### src/rtl/logic_unit_pipe.sv
// Two-stage pipelined bitwise logic unit with valid/ready handshakes on both
// sides, registered zero/parity flags and a completed-transaction counter.
// Stage 1 captures the operands and the op; stage 2 evaluates the op and
// registers the result and its flags.
module logic_unit_pipe #(
    parameter int WIDTH = 8,
    parameter int CNT_W = 16
) (
    input  logic             clk,
    input  logic             rst,
    input  logic             in_valid,
    output logic             in_ready,
    input  logic [2:0]       op,
    input  logic [WIDTH-1:0] in1,
    input  logic [WIDTH-1:0] in2,
    output logic             out_valid,
    input  logic             out_ready,
    output logic [WIDTH-1:0] out,
    output logic             zero,
    output logic             parity,
    output logic [CNT_W-1:0] count
);

    // Stage 1 registers
    logic             s1_valid_reg;
    logic [2:0]       s1_op_reg;
    logic [WIDTH-1:0] s1_in1_reg;
    logic [WIDTH-1:0] s1_in2_reg;

    // Stage 2 registers
    logic             out_valid_reg;
    logic [WIDTH-1:0] out_reg;
    logic             zero_reg;
    logic             parity_reg;
    logic [CNT_W-1:0] count_reg;

    // Pipeline control
    logic             adv1;
    logic             adv2;
    logic [3:0]       op_lut;
    logic [WIDTH-1:0] result_next;

    // Stage 2 may load when it is empty or its beat leaves this cycle;
    // stage 1 may load when it is empty or it can hand over to stage 2.
    assign adv2     = !out_valid_reg || out_ready;
    assign adv1     = !s1_valid_reg || adv2;
    assign in_ready = adv1 && !rst;

    // Each op is a 2-input truth table indexed by {a, b}; one table serves
    // every bit lane, so the per-bit logic is just a 4:1 mux.
    always_comb begin
        op_lut = 4'b1100;
        case (s1_op_reg)
            3'b000:  op_lut = 4'b0011; // ~a
            3'b001:  op_lut = 4'b1000; // a & b
            3'b010:  op_lut = 4'b1110; // a | b
            3'b011:  op_lut = 4'b0110; // a ^ b
            3'b100:  op_lut = 4'b0111; // ~(a & b)
            3'b101:  op_lut = 4'b0001; // ~(a | b)
            3'b110:  op_lut = 4'b1001; // ~(a ^ b)
            default: op_lut = 4'b1100; // a
        endcase
    end

    for (genvar gi = 0; gi < WIDTH; gi++) begin : g_lane
        assign result_next[gi] = op_lut[{s1_in1_reg[gi], s1_in2_reg[gi]}];
    end

    // Stage 1: capture the offered beat whenever the stage can advance
    always_ff @(posedge clk) begin
        if (rst) begin
            s1_valid_reg <= 1'b0;
            s1_op_reg    <= 3'b000;
            s1_in1_reg   <= '0;
            s1_in2_reg   <= '0;
        end else if (adv1) begin
            s1_valid_reg <= in_valid;
            s1_op_reg    <= op;
            s1_in1_reg   <= in1;
            s1_in2_reg   <= in2;
        end
    end

    // Stage 2: register the result and flags; holds while stalled
    always_ff @(posedge clk) begin
        if (rst) begin
            out_valid_reg <= 1'b0;
            out_reg       <= '0;
            zero_reg      <= 1'b0;
            parity_reg    <= 1'b0;
        end else if (adv2) begin
            out_valid_reg <= s1_valid_reg;
            out_reg       <= result_next;
            zero_reg      <= ~|result_next;
            parity_reg    <= ^result_next;
        end
    end

    // Count results accepted downstream, wrapping naturally
    always_ff @(posedge clk) begin
        if (rst) begin
            count_reg <= '0;
        end else if (out_valid_reg && out_ready) begin
            count_reg <= count_reg + {{(CNT_W-1){1'b0}}, 1'b1};
        end
    end

    assign out_valid = out_valid_reg;
    assign out       = out_reg;
    assign zero      = zero_reg;
    assign parity    = parity_reg;
    assign count     = count_reg;

endmodule

### config.mk
export PLATFORM = sky130hd
export DESIGN_NAME = logic_unit_pipe
export DESIGN_NICKNAME = d
export VERILOG_FILES = /design/src/rtl/logic_unit_pipe.sv
export SDC_FILE = /design/constraint.sdc
export NUM_CORES = 1
export LEC_CHECK = 0
export CAP_MARGIN = 20
export CORE_MARGIN = 5
export CORE_UTILIZATION = 55
export DETAILED_ROUTE_END_ITERATION = 10
export GPL_TIMING_DRIVEN = 0
export PLACE_DENSITY_LB_ADDON = 0.25
export SLEW_MARGIN = 20
export SYNTH_ARGS = -nofsm -noshare
export SYNTH_HDL_FRONTEND = slang
export SYNTH_SLANG_ARGS = --single-unit
### constraint.sdc
create_clock -name clk -period 6.79 [get_ports clk]
set_input_delay 1.358 -clock clk [delete_from_list [all_inputs] [get_ports clk]]
set_output_delay 1.358 -clock clk [all_outputs]
set_load 0.02 [all_outputs]
After elaboration in Yosys (flattened, before gate mapping)
Index checks and enable logic that the tools add are counted.
{"block": "word_totals", "output_inout_bits": 28, "input_bits": 23, "ff_bits": 47}
{"block": "op_classes", "addsub": 1, "n_reduce_logical": 11, "n_eq_ne": 6, "n_lt_le_gt_ge": 8, "mux": 17}
{"op": "$pmux 4 s7", "n": 1}
{"op": "$lt 2x3->1 const B", "n": 8}
{"op": "$add 16x1->16 const B", "n": 1}
{"op": "$bmux 1 s2", "n": 8}
{"op": "$eq 3x3->1 const B", "n": 3}
{"op": "$mux 1", "n": 8}
{"op": "$reduce_or 8->1", "n": 1}
{"op": "$reduce_xor 8->1", "n": 1}
{"op": "$eq 3x2->1 const B", "n": 2}
{"op": "$logic_not 1->1", "n": 4}
{"op": "$eq 3x1->1 const B", "n": 1}
{"op": "$logic_not 3->1", "n": 1}
{"op": "$logic_and 1x1->1", "n": 2}
{"op": "$logic_or 1x1->1", "n": 2}

Depth between registers and ports, before layout
Gate-level depths: netlist (run 1).
{"block": "depth", "word_depth": 6, "ltp_mapped": 10, "mapped_depth_nobuf": 8}

Worst setup path before layout (run 1)
OpenSTA, ideal clock, no wires.
{"block": "synth_path", "path_kind": "input -> output", "from": "in out_ready", "to": "out in_ready", "slack_ps": 3252, "t_required_ps": 5432, "stages": 4, "arrival_ps": 2180, "cell_sequence": "nor2b_1 > and2_1 > clkbuf_1 > nor2_1"}
{"block": "synth_between", "elab_chain_cells": 3}
{"item": "from (decl)", "line": "17", "source": "input logic out_ready,"}
{"item": "$logic_or 1x1->1", "line": "45", "source": "assign adv2 = !out_valid_reg || out_ready;"}
{"item": "$logic_or 1x1->1", "line": "46", "source": "assign adv1 = !s1_valid_reg || adv2;"}
{"item": "$logic_and 1x1->1", "line": "47", "source": "assign in_ready = adv1 && !rst;"}
{"item": "to (decl)", "line": "12", "source": "output logic in_ready,"}
Every way passes these cells.

Worst setup path in the final report (run 1)
Ends and elaborated chain as after synthesis.

==> impl_metrics.ini, run 1 <==
[yosys]
syn_area_per_cell_um2 = 8.35
synthDistinctLibCells = 38
async_flop_share_pct = 0
synth_top_area_share_pct = 38.3
seq_area_frac_synth_pct = 38.3
syn_nets = 322
ys.flop_type = dfxtp_1
yosysTopAreaCell = dfxtp_1
yosysMostFrequentCell = nand2_1
synth_area_mm2 = 0.00245
synth.area.top_cells = dfxtp_1, nand2_1, a21oi_1
yosys-top-cells-count = nand2_1, dfxtp_1, a21oi_1, nor2_1, a211oi_1
yosys_register_bits = 47
syn_inst = 294
ys_warn_count = 0
synth_edf_count = 0

[placement]
postPlaceCellArea_mm2 = 0.00301
dp.cells = 395
dpl_worst_slack_ps = 2040
dp_hpwl_um = 4300
gp_congestion = 0.849
io_buffers = 49

[route]
num_vias = 2341
totalWireLength_um = 5930
drt_first_pass_iters = 4
drcViolationCount = 0
postRouteAntennaNets = 0
drt_iter0_drc = 175
viasPerCell = 5.81
wire_per_inst_um = 14.7

[floorplan]
die_h_um = 76.8
start_util_pct = 56.4
placementRows = 24
die-area_mm2 = 0.00590
fp.dieW_um = 76.8
ios = 51
core-area_mm2 = 0.00435

[timing]
finalHoldViolCount = 0
fin_worst_skew_ps = 13.2
worst_pin_slew_ps = 564
fin_ws_ps = 2040
fin_crit_ps = 4750
drv_slew = 0
finalSetupViolations = 0
max-slew-margin-rel_pct = 62.2
max_freq_mhz = 210
final.setup.tns_ps = 0
min_period_over_period_pct = 70.0
rsz0062_at_grt = false
timing.hold.ws_ps = 489

[clock_tree]
cts_resized = 0
cts.hold.buffers_added = 0
root_buffer = clkbuf_8
clockBufferDepth = 2
h-tree-depth = 2
cts_buffers = 5
cts_tree = yes
clk_pin_slew_worst_paths_ps = 80
cts_setup_buffers = 0
cts_num_sinks = 47
clock_latency_ps = 300

[run]
drv_cap = 0

[final_layout]
final_layout_size_suffix_gt1_share_pct = 6.27
area_growth_pct = 26.5
fin_util_pct = 71.3
stdcell_count = 403
diodes = 0
largest_register_ffs = 16
nets = 378
layout.cell_area.non_filler_mm2 = 0.00311

[power_and_ir_drop]
p_leak_nw = 1.11
total_power_uw = 605
vdd_drop_max_uv = 158
p_per_area_mw_per_mm2 = 195

[setup_path]
cp-endpoint = in_ready
crit-reg2reg-launch = s1_op_reg[0]
arrival_ps = 3390
reg2reg_slack_ps = 4230
r2r_cells = 9
setup.worst_path.end_class = output port
required_ps = 5430
rr_endpoint = parity
crit_start = out_ready
start_kind = primary input
crit_fanout = 10
worst-setup-path-type = in -> out

[global_route]
grt_pass1_wl_um = 10300
grtUsageTotal_pct = 20.8
grt_start_max_net_pins = 15
antenna_found_initial = 0
grt_pass1_vias = 2204
grt_overflow = 0

[run_status]
status = completed

[worst_hold_path]
min_path_type = reg -> reg
==> worst min path at each step <==
stage,start,to,cells past startpoint,slack (ps)
final,count[15],count[15],2,490
after global routing,s1_in2_reg[3],s1_in2_reg[3],2,520
after CTS,s1_valid_reg,out_valid,2,490
after detailed placement,count[15],count[15],2,480
after global placement,s1_valid_reg,out_valid,2,470
after floorplan,s1_valid_reg,out_valid,2,450
==> worst max-delay path: stages <==
cell and delay, ps:
clkdlybuf4s50_1 520, nor2b_1 310, and2_1 220, clkbuf_1 350
nor2_1 90, clkdlybuf4s50_1 550
==> kinds of logic (layout without fill, tap and decap cells) <==
logic type / Yosys count / after routing / share of synthesized area [%]
flops: 47 / 47 / 38.3
simple gates: 136 / 136 / 27.9
xor+xnor: 13 / 13 / 4.64
fa+ha+maj: 5 / 5 / 2.55
buf+inv: 21 / 78 / 3.57
mux: 7 / 7 / 2.85
compound gates: 65 / 65 / 20.1
==> layer usage <==
metal / up-vias / global-route usage, % / part of all wire [%]
li1: 1168 / - / -
met1: 1081 / 29.6 / 46
met2: 81 / 31.2 / 43
met3: 11 / 4.22 / 8.3
met4: 0 / 6.82 / 2.0
met5: - / 0 / 0
==> layout make-up <==
cell class                      instances  area [um^2]
Fill cell                             350         1250
Inverter                                3         11.3
Multi-Input combinational cell        226         1430
Buffer                                 18         76.3
Sequential cell                        47          941
Tap cell                               52         65.1
Timing Repair Buffer                   49          490
Clock inverter                          1         8.76
Clock buffer                            7         86.3
==> cell usage in the layout, fill, tap and decap left out, types with 5 or more instances in the layout <==
master	n
nand2_1	52
clkdlybuf4s50_1	49
dfxtp_1	47
nor2_1	26
a21oi_1	26
a211oi_1	16
nand2b_1	15
clkbuf_1	13
or3b_1	8
a32o_1	8
xnor2_1	8
mux2i_1	7
a221oi_2	7
nand3_1	7
nand4_1	6
clkbuf_8	6
xor2_1	5
ha_1	5
==> report_power, final <==
part	switching [mW]	internal [mW]	total (mW)
clock	0.0932	0.0835	0.177
combinational	0.0608	0.0629	0.124
sequential	0.0131	0.291	0.304
Power figures use the tool's default switching activity.
==> run 2, diff against run 1 <==
--- a/config.mk
+++ b/config.mk
@@ -7,7 +7,7 @@
 export LEC_CHECK = 0
 export CAP_MARGIN = 20
 export CORE_MARGIN = 5
-export CORE_UTILIZATION = 55
+export CORE_UTILIZATION = 51
 export DETAILED_ROUTE_END_ITERATION = 10
 export GPL_TIMING_DRIVEN = 0
 export PLACE_DENSITY_LB_ADDON = 0.25
==> constraint.sdc (replaced) <==
create_clock -name clk -period 4.7 [get_ports clk]
set_input_delay 0.94 -clock clk [delete_from_list [all_inputs] [get_ports clk]]
set_output_delay 0.94 -clock clk [all_outputs]
set_load 0.02 [all_outputs]
==> impl_metrics.ini, run 2 (synthesis gave the netlist of run 1 again) <==
[timing]
min_period_over_period_pct = 84.7
fin_worst_skew_ps = 8.95
timing.hold.ws_ps = 501
rsz0062_at_grt = false
finalSetupViolations = 0
fin_ws_ps = 721
worst_pin_slew_ps = 586
max-slew-margin-rel_pct = 60.8
finalHoldViolCount = 0
fin_crit_ps = 3980
max_freq_mhz = 251
final.setup.tns_ps = 0
drv_slew = 0

[setup_path]
arrival_ps = 3040
reg2reg_slack_ps = 2130
setup.worst_path.end_class = output port
path_cells = clkdlybuf4s50_1 -> nor2b_1 -> and2_1 -> clkbuf_1 -> nor2_1 -> clkdlybuf4s50_1
max_stage_delay_ps = 550
start_kind = primary input
cp.buffers_inverters = 3
crit_family = buffers and inverters
worst-setup-path-type = in -> out
crit_top_cell = clkdlybuf4s50_1
required_ps = 3760
critPathSlowestCell = clkdlybuf4s50_1
crit_fanout = 10

[route]
totalWireLength_um = 6260
drt_iter0_drc = 170
wire_per_inst_um = 15.4
drt_first_pass_iters = 4
viasPerCell = 5.79
num_vias = 2346
postRouteAntennaNets = 0
drcViolationCount = 0

[clock_tree]
clockBufferDepth = 2
cts_setup_buffers = 0
h-tree-depth = 2
cts_resized = 0
root_buffer = clkbuf_8
cts_tree = yes
cts_buffers = 5
cts.hold.buffers_added = 0
clk_pin_slew_worst_paths_ps = 90
cts_num_sinks = 47
clock_latency_ps = 310

[global_route]
grtUsageTotal_pct = 21.0
grt_pass1_wl_um = 10400
grt_overflow = 0
antenna_found_initial = 0
grt_start_max_net_pins = 16
grt_pass1_vias = 2239

[power_and_ir_drop]
vdd_drop_max_uv = 160
p_per_area_mw_per_mm2 = 299
p_leak_nw = 1.12

[final_layout]
final_layout_size_suffix_gt1_share_pct = 6.55
final_common_cell = nand2_1
largest_register_ffs = 16
nets = 378
area_growth_pct = 27.7
diodes = 0
stdcell_count = 405
layout.cell_area.non_filler_mm2 = 0.00313
final_cell_mix = nand2_1, clkdlybuf4s50_1, dfxtp_1

[worst_hold_path]
min_path_type = reg -> reg

[floorplan]
start_util_pct = 52.3
fp.dieW_um = 79.4
die_h_um = 79.4
placementRows = 25
die-area_mm2 = 0.00630
ios = 51
core-area_mm2 = 0.00469

[run]
drv_cap = 0

[placement]
dp_hpwl_um = 4550
postPlaceCellArea_mm2 = 0.00301
dp.cells = 397
dpl_worst_slack_ps = 740
io_buffers = 49
gp_congestion = 0.837

[run_status]
status = completed
## run 2: cell count changes in the layout (fill, tap and decap cells not counted)
| cell | previous run | this run |
|---|---|---|
| bufinv_16 | 0 | 1 |
| inv_6 | 0 | 1 |
| clkbuf_1 | 13 | 12 |
| clkinv_4 | 1 | 0 |
## run 2: path summary, 6_finish.rpt
kind | to | cells past startpoint | start
worst max-delay path | in_ready | 6 | out_ready
worst min-delay path | s1_in2_reg[3] | 2 | s1_in2_reg[3]
worst max register to register | parity | 9 | s1_op_reg[0]
worst min register to register | s1_in2_reg[3] | 2 | s1_in2_reg[3]
## run 2: power breakdown
part | internal (mW) | switching [mW] | total [mW]
clock | 0.175 | 0.143 | 0.318
combinational | 0.0909 | 0.0897 | 0.181
sequential | 0.421 | 0.0193 | 0.440
total | 0.687 | 0.252 | 0.938
## run 2: area by class of cell
class                           instances  area, um^2
Clock inverter                          2        38.8
Timing Repair Buffer                   49         490
Clock buffer                            6        82.6
Buffer                                 18        76.3
Inverter                                3        11.3
Tap cell                               54        67.6
Sequential cell                        47         941
Multi-Input combinational cell        226        1430
Fill cell                             403        1560
## run 2: through the flow
stage	total power, mW	utilization, %
3_3_place_gp	0.624	64.2
5_1_grt	0.979	66.8
6_report	0.938	66.8
2_1_floorplan	0.559	-
4_1_cts	0.941	66.8
3_5_place_dp	0.629	64.2
## run 2: worst min-delay path, delay by kind of cell, from the launching register on
kind / cells / cell delay [ps]
AOI/OAI and AO/OA: 1 / 50
DFF: 1 / 350
and+or+nand+nor: 1 / 60
## run 2: layer usage
metal / global-route usage [%] / part of all wire [%] / up-vias
li1: - / - / 1167
met1: 26.9 / 47 / 1109
met2: 34.3 / 46 / 60
met3: 4.85 / 5.1 / 10
met4: 7.73 / 2.1 / 0
met5: 0 / 0 / -
